<file path="config.mk">
export PLATFORM = sky130hd
export DESIGN_NAME = fifo_burst_reader_flat
export DESIGN_NICKNAME = d
export VERILOG_FILES = /design/src/rtl/fifo_burst_reader_if.sv /design/src/rtl/fifo_burst_reader.sv /design/src/flat_wrapper.sv
export SDC_FILE = /design/constraint.sdc
export NUM_CORES = 1
export LEC_CHECK = 0
export CAP_MARGIN = 20
export CORE_ASPECT_RATIO = 1.5
export CORE_MARGIN = 2
export CORE_UTILIZATION = 45
export CTS_BUF_LIST = sky130_fd_sc_hd__clkbuf_4 sky130_fd_sc_hd__clkbuf_8
export CTS_CLUSTER_SIZE = 20
export DETAILED_ROUTE_END_ITERATION = 16
export PLACE_DENSITY = 0.74
export SLEW_MARGIN = 20
export SYNTH_ARGS = -nofsm -noshare
export SYNTH_HDL_FRONTEND = slang
export SYNTH_SLANG_ARGS = --single-unit
</file>
<file path="constraint.sdc">
create_clock -name clk -period 2.3 [get_ports clk]
set_clock_uncertainty 0.15 [all_clocks]
set_input_delay 0.575 -clock clk [delete_from_list [all_inputs] [get_ports clk]]
set_output_delay 0.575 -clock clk [all_outputs]
set_load 0.01 [all_outputs]
</file>
<file path="src/rtl/fifo_burst_reader_if.sv">
// Handshake bundle between fifo_burst_reader, the ring_buffer read port and the
// downstream burst consumer.
interface fifo_burst_reader_if #(
  parameter int DATA_WIDTH = 8
);
  logic [DATA_WIDTH-1:0] fifo_head;
  logic                  fifo_empty;
  logic                  fifo_pop;
  logic                  flush;
  logic [DATA_WIDTH-1:0] out_data;
  logic                  out_valid;
  logic                  out_last;
  logic                  out_ready;
  logic                  busy;

  modport master (
    input  fifo_head, fifo_empty, flush, out_ready,
    output fifo_pop, out_data, out_valid, out_last, busy
  );

  modport slave (
    output fifo_head, fifo_empty, flush, out_ready,
    input  fifo_pop, out_data, out_valid, out_last, busy
  );
endinterface

</file>
<file path="src/rtl/fifo_burst_reader.sv">
// Drains ring_buffer entries into a valid/ready stream grouped into bursts of up
// to BURST_LEN beats; a burst closes early on FIFO-empty timeout or flush.
module fifo_burst_reader #(
  parameter int DATA_WIDTH = 8,
  parameter int BURST_LEN  = 4,
  parameter int TIMEOUT    = 16
) (
  input  logic                clk,
  input  logic                rst,
  fifo_burst_reader_if.master bus
);
  localparam int BW = (BURST_LEN > 1) ? $clog2(BURST_LEN) : 1;
  localparam int TW = (TIMEOUT > 0) ? $clog2(TIMEOUT + 1) : 1;
  localparam logic [BW-1:0] LAST_IDX = BW'(BURST_LEN - 1);
  localparam logic [TW-1:0] TO_LAST  = TW'((TIMEOUT > 0) ? TIMEOUT - 1 : 0);
  localparam bit ONE_BEAT = (BURST_LEN == 1);

  typedef enum logic [1:0] {IDLE, HOLD, SEND} state_t;

  state_t                state;
  logic [DATA_WIDTH-1:0] data_q;
  logic                  valid_q;
  logic                  last_q;
  logic [BW-1:0]         beat_idx;
  logic [BW-1:0]         nxt_idx;
  logic [TW-1:0]         timer;
  logic                  pop;

  assign nxt_idx = beat_idx + BW'(1);

  // Pop only where a load happens: IDLE start, or SEND handshake with data waiting.
  always_comb begin
    pop = 1'b0;
    if (!rst && !bus.fifo_empty) begin
      case (state)
        IDLE:    pop = 1'b1;
        SEND:    pop = bus.out_ready;
        default: pop = 1'b0;
      endcase
    end
  end

  always_ff @(posedge clk) begin
    if (rst) begin
      state    <= IDLE;
      data_q   <= '0;
      valid_q  <= 1'b0;
      last_q   <= 1'b0;
      beat_idx <= '0;
      timer    <= '0;
    end else begin
      case (state)
        IDLE: begin
          if (!bus.fifo_empty) begin
            data_q   <= bus.fifo_head;
            beat_idx <= '0;
            timer    <= '0;
            if (ONE_BEAT) begin
              state   <= SEND;
              valid_q <= 1'b1;
              last_q  <= 1'b1;
            end else begin
              state   <= HOLD;
            end
          end
        end

        // Beat is parked until we know whether another entry follows it.
        HOLD: begin
          if (bus.flush) begin
            state   <= SEND;
            valid_q <= 1'b1;
            last_q  <= 1'b1;
            timer   <= '0;
          end else if (!bus.fifo_empty) begin
            state   <= SEND;
            valid_q <= 1'b1;
            last_q  <= 1'b0;
            timer   <= '0;
          end else if (TIMEOUT != 0 && timer == TO_LAST) begin
            state   <= SEND;
            valid_q <= 1'b1;
            last_q  <= 1'b1;
            timer   <= '0;
          end else begin
            timer   <= timer + TW'(1);
          end
        end

        SEND: begin
          if (bus.out_ready) begin
            if (!last_q) begin
              data_q   <= bus.fifo_head;
              beat_idx <= nxt_idx;
              if (nxt_idx == LAST_IDX) begin
                last_q <= 1'b1;
              end else begin
                state   <= HOLD;
                valid_q <= 1'b0;
                timer   <= '0;
              end
            end else begin
              beat_idx <= '0;
              if (!bus.fifo_empty) begin
                data_q <= bus.fifo_head;
                timer  <= '0;
                if (!ONE_BEAT) begin
                  state   <= HOLD;
                  valid_q <= 1'b0;
                  last_q  <= 1'b0;
                end
              end else begin
                state   <= IDLE;
                valid_q <= 1'b0;
                last_q  <= 1'b0;
              end
            end
          end
        end

        default: state <= IDLE;
      endcase
    end
  end

  assign bus.fifo_pop  = pop;
  assign bus.out_data  = data_q;
  assign bus.out_valid = valid_q;
  assign bus.out_last  = last_q;
  assign bus.busy      = (state != IDLE);
endmodule

</file>
<file path="src/flat_wrapper.sv">
// flat-port wrapper written by rule: the top's interface ports become plain ports
module fifo_burst_reader_flat 
#(
  parameter int DATA_WIDTH = 8,
  parameter int BURST_LEN  = 4,
  parameter int TIMEOUT    = 16
)
  (clk, rst, bus_fifo_head, bus_fifo_empty, bus_flush, bus_out_ready, bus_fifo_pop, bus_out_data, bus_out_valid, bus_out_last, bus_busy);
  fifo_burst_reader_if #(.DATA_WIDTH(DATA_WIDTH)) bus_i ();
  input  logic clk;
  input  logic rst;
  input wire logic [$bits(bus_i.fifo_head)-1:0] bus_fifo_head;
  input wire logic [$bits(bus_i.fifo_empty)-1:0] bus_fifo_empty;
  input wire logic [$bits(bus_i.flush)-1:0] bus_flush;
  input wire logic [$bits(bus_i.out_ready)-1:0] bus_out_ready;
  output wire logic [$bits(bus_i.fifo_pop)-1:0] bus_fifo_pop;
  output wire logic [$bits(bus_i.out_data)-1:0] bus_out_data;
  output wire logic [$bits(bus_i.out_valid)-1:0] bus_out_valid;
  output wire logic [$bits(bus_i.out_last)-1:0] bus_out_last;
  output wire logic [$bits(bus_i.busy)-1:0] bus_busy;
  assign bus_i.fifo_head = bus_fifo_head;
  assign bus_i.fifo_empty = bus_fifo_empty;
  assign bus_i.flush = bus_flush;
  assign bus_i.out_ready = bus_out_ready;
  assign bus_fifo_pop = bus_i.fifo_pop;
  assign bus_out_data = bus_i.out_data;
  assign bus_out_valid = bus_i.out_valid;
  assign bus_out_last = bus_i.out_last;
  assign bus_busy = bus_i.busy;
  fifo_burst_reader #(.DATA_WIDTH(DATA_WIDTH), .BURST_LEN(BURST_LEN), .TIMEOUT(TIMEOUT)) u_core (.clk(clk), .rst(rst), .bus(bus_i));
endmodule
</file>
After elaboration in Yosys (flattened, before gate mapping). Index checks and enable logic that the tools add are counted.

Register bits after elaboration: 19. Bits in latches: 0. Bits in writable memories: 0. Memory bits (read-only): 0. Input bits: 13. Output and inout port bits: 12. Word-level logic and storage cells: 70. Memories: 0.

$add $sub $neg: 2. $mul: 0. Divide/modulo/power cells: 0. Order comparisons: 0. Eq/ne operators: 8. Shifts and indexed selects: 0. Mux-type cells: 40. Bitwise operators: 0. Reductions and logical operators: 14.

Operators with widths (number): $mux W5 (7); $mux W8 (3); $mux W2 (10); $pmux W8 S2 (1); $pmux W5 S3 (1); $mux W1 (13); $reduce_and A3 Y1 (3); $reduce_and A4 Y1 (2); $pmux W1 S2 (3); $pmux W2 S3 (1); $reduce_bool A2 Y1 (3); $add A5 B1 Y5 const B (1); $eq A5 B4 Y1 const B (1); $eq A2 B2 Y1 const B (2); $ne A2 B2 Y1 const B (2); $ne A4 B3 Y1 const B (1); $pmux W2 S2 (1); $ne A3 B2 Y1 const B (1); $reduce_bool A3 Y1 (1); $add A2 B1 Y2 const B (1); $eq A2 B1 Y1 const B (1); $logic_not A1 Y1 (2); $logic_not A2 Y1 (1); $reduce_and A2 Y1 (1); $logic_and A1 B1 Y1 (1).

Longest topological paths before layout.
Word-level depth: 6. Mapped depth: 7. Mapped depth without buffers: 6.

Worst setup path after synthesis. OpenSTA, ideal clock, no wires.

Path kind: reg-to-output. From: register u_core.state[0]. To: output bus_fifo_pop. Data arrival time: 1.115 ns. Data required time: 1.575 ns. Slack: 0.460 ns. Cell stages (with the launch flop): 6. Buffers on the path: 1. Cell sequence: dfxtp_1 > inv_1 > ha_1 > buf_4 > a21oi_1 > nor3_1.

Cells in the longest elaborated chain, start to end: 3. Elaborated cells on any way between the ends: 4. Those cells by class: 1 x eq/ne; 2 x mux; 1 x reduce/logical.

RTL lines: from (decl) (line fifo_burst_reader.sv:20) `state_t state;`; from (signal assigned) (line fifo_burst_reader.sv:45) `state <= IDLE;`; from (signal assigned) (line fifo_burst_reader.sv:59) `state <= SEND;`; from (signal assigned) (line fifo_burst_reader.sv:63) `state <= HOLD;`; $eq A2 B2 Y1 / $logic_not A2 Y1 (equally long branches) (line fifo_burst_reader.sv:35) `case (state)`; $pmux W1 S2 * (line fifo_burst_reader.sv:35); $mux W1 * (line fifo_burst_reader.sv:34) `if (!rst && !bus.fifo_empty) begin`; to (decl) (line flat_wrapper.sv:16) `output wire logic [$bits(bus_i.fifo_pop)-1:0] bus_fifo_pop;`.

Mark *: on every way between the ends. The rest lies on a longest branch, timed or not.

Worst setup path after layout.
From: input bus_out_ready. To: output bus_fifo_pop.

Cells in the longest elaborated chain, start to end: 2.

RTL lines: from (decl) (line flat_wrapper.sv:15) `input wire logic [$bits(bus_i.out_ready)-1:0] bus_out_ready;`; $pmux W1 S2 (line fifo_burst_reader.sv:35); $mux W1 (line fifo_burst_reader.sv:34).

Every way passes these cells.

==> flow_summary.json <==
{
  "clock-sinks": 19,
  "layout.nets": 167,
  "yosys-top-cells-area": "dfxtp_1, ha_1, mux2i_1",
  "drive_above_1_share_pct": 11.7,
  "yosys.cell_types.count": 31,
  "fin_tns_setup_ps": 0,
  "yosysMostFrequentCell": "dfxtp_1",
  "reg2reg_slack_ps": 440,
  "cts.path.max_buffers": 2,
  "pwr-share-seq_pct": 35.5,
  "synthArstFlopShare_pct": 0,
  "grt_max_degree": 21,
  "wl_mm": 2.17,
  "synth_common_cells": "dfxtp_1, nor2_1, mux2i_1",
  "ys_seq_area_share_pct": 37.3,
  "vias": 901,
  "syn2layout_area_growth_pct": 34.7,
  "synth_enable_flop_cells": 0,
  "drc": 0,
  "n_antenna_cell": 0,
  "synthXorXnorAreaFrac_pct": 0,
  "slew_headroom_pct": 64.8,
  "crit_arrival_ps": 1500,
  "cts-root-buf": "clkbuf_4",
  "syn-num-nets": 132,
  "synth_cells": 111,
  "switchingPower_uw": 423,
  "cts_max_level": 1,
  "drv_slew": 0,
  "syn_area_um2": 1020,
  "wl_per_cell_um": 12.9,
  "yosysTopAreaCell": "dfxtp_1",
  "fin_crit_ps": 2230,
  "initial_core_util_pct": 46.8,
  "dpl.hpwl_mm": 1.68,
  "hold_violations": 0,
  "stdcell_area_um2": 1370,
  "cp_max_fo": 2,
  "ios": 25,
  "first_iter_violations": 20,
  "worst_path_largest_cell_delay_ps": 470,
  "ant_nets": 0,
  "synth_simple_gate_area_share_pct": 22.2,
  "grtUsageMet3_pct": 2.33,
  "synth_top_family_by_area": "simple AND/OR/NAND/NOR gates",
  "p_clk_share_pct": 14.7,
  "placed_cell_area_um2": 1340,
  "synthAdderAreaFrac_pct": 9.82,
  "synthMuxAreaShare_pct": 9.82,
  "synth_top_area_share_pct": 37.3,
  "switching_share_pct": 34.8,
  "holdCritPathClass": "flip-flop to flip-flop",
  "worstMarginPinSlew_ps": 527,
  "end_kind": "primary output",
  "vias_per_cell": 5.36,
  "crit_type": "input pin to primary output",
  "grt_pass1_wl_mm": 3.73,
  "grt_overflow_total": 0,
  "outcome": "complete, no violations",
  "p_leak_uw": 0.000584,
  "period_share_pct": 96.9,
  "portBuffers": 24,
  "internal-power_uw": 792,
  "antenna_found_initial": 0,
  "cts_tree": "built",
  "pwr-share-comb_pct": 49.8,
  "crit_required_ps": 1570,
  "crit_chain": "clkdlybuf4s50_1 -> a21oi_1 -> nor3_1 -> clkdlybuf4s15_1",
  "synth_compound_area_share_pct": 17.9,
  "power_uw": 1210,
  "ys_seq_elements": 19,
  "powerDensity_nw_per_um2": 884,
  "die_h_um": 62.3,
  "clkTransAtPathRegs_ps": 110,
  "cts_buffers": 3,
  "grt.busiest_layer": "met2",
  "synth_flop_cell": "dfxtp_1",
  "avgSynthCellArea_um2": 9.19,
  "gp_congestion": 0.816,
  "cpMaxStageDelayCell": "clkdlybuf4s50_1",
  "vdd.ir_drop.worst_mv": 0.555,
  "die_x_um": 42.9,
  "use_met1_pct": 20.5,
  "yosys_warnings": 0,
  "num_rows": 21,
  "max_freq_ghz": 0.449,
  "postCtsHoldBufs": 0,
  "coreArea_um2": 2180,
  "grt_util_met2_pct": 31.1,
  "rsz0062_at_grt": "false",
  "setup_violations": 0,
  "dieArea_um2": 2670,
  "maxCapViolCount": 0,
  "clk_latency_ps": 300,
  "grt_usage_pct": 17.7,
  "grt_pass1_vias": 907,
  "cp-start-kind": "input pin",
  "drt_first_pass_iters": 4
}
## what timing repair did
action,4_1_cts,5_1_grt
gates resized for setup,4,1
buffers inserted,0,0
setup endpoints to repair,2,1
## worst max-delay path: cells and delay by family
kind	cells	cell delay, ps
buf+inv	2	730
compound gates	1	60
simple gates	1	130
## power by group through the flow
stage	clock network [uW]	logic, uW	registers (uW)
final	179	605	431
after global routing	197	664	440
after CTS	187	608	432
after detailed placement	0	611	435
after global placement	0	604	435
after floorplan	0	325	458
## cells by family (layout without fill, tap and decap cells)
group | after synthesis | in the layout
adders and majority gates | 8 | 8
and+or+nand+nor | 43 | 43
DFF | 19 | 19
muxes | 10 | 10
buffers and inverters | 7 | 41
AOI/OAI and AO/OA | 24 | 24
## final timing paths
kind | from | to | cells after the start
worst max-delay path | bus_out_ready | bus_fifo_pop | 4
worst min-delay path | u_core.beat_idx[1] | u_core.beat_idx[1] | 2
worst max register to register | u_core.state[0] | u_core.state[0] | 7
worst min register to register | u_core.beat_idx[1] | u_core.beat_idx[1] | 2
## through the flow
step | util [%] | std cells | hold slack, ps | worst slack (ps)
after detailed placement | 61.5 | 164 | 307 | -223
final | 63.0 | 168 | 319 | 70.4
after floorplan | - | 111 | 286 | 460
after global routing | 63.0 | 168 | 352 | 0.399
after CTS | 62.9 | 168 | 323 | 45.3
after global placement | 61.5 | 164 | 295 | -236
## metal layers
metal | share of wire (%) | vias to the layer above
met3 | 5.0 | 4
li1 | - | 462
met2 | 50 | 28
met1 | 43 | 407
met4 | 1.8 | 0
met5 | 0 | -
## layout make-up
cell class,count,area (um2)
multi-input combinational,85,609
timing repair buffer,33,307
clock buffer,4,30.0
sequential,19,384
tap,23,28.8
fill,197,807
inverter,4,15.0
## flip-flops by register name, summed over array words and instances, names as in the netlist
signal	count
u_core.state	2
u_core.bus.out_valid	1
u_core.bus.out_data	8
u_core.timer	5
u_core.beat_idx	2
u_core.bus.out_last	1
## cell usage in the layout (no fill, tap or decap), drive strengths merged
cell type / synthesis / layout
and2: 1 / 1
a32oi: 1 / 1
a32o: 1 / 1
inv: 4 / 4
a31oi: 1 / 1
nand2b: 3 / 3
o31ai: 1 / 1
a21oi: 6 / 6
a21boi: 1 / 1
and4b: 1 / 1
dlygate4sd2: 0 / 1
o22a: 1 / 1
o2bb2ai: 1 / 1
clkdlybuf4s15: 0 / 1
clkbuf: 2 / 4
dfxtp: 19 / 19
clkdlybuf4s50: 0 / 22
o21ai: 6 / 6
o211ai: 2 / 2
nor3b: 2 / 2
o2111ai: 1 / 1
nor2b: 5 / 5
o21ba: 1 / 1
or3: 3 / 3
mux2i: 10 / 10
nand3b: 3 / 3
ha: 8 / 8
nor3: 2 / 2
o22ai: 1 / 1
nand4b: 1 / 1
buf: 1 / 9
nand3: 2 / 2
nor2: 13 / 13
nand2: 7 / 7
Note: power is estimated with default switching activity, not from simulation.
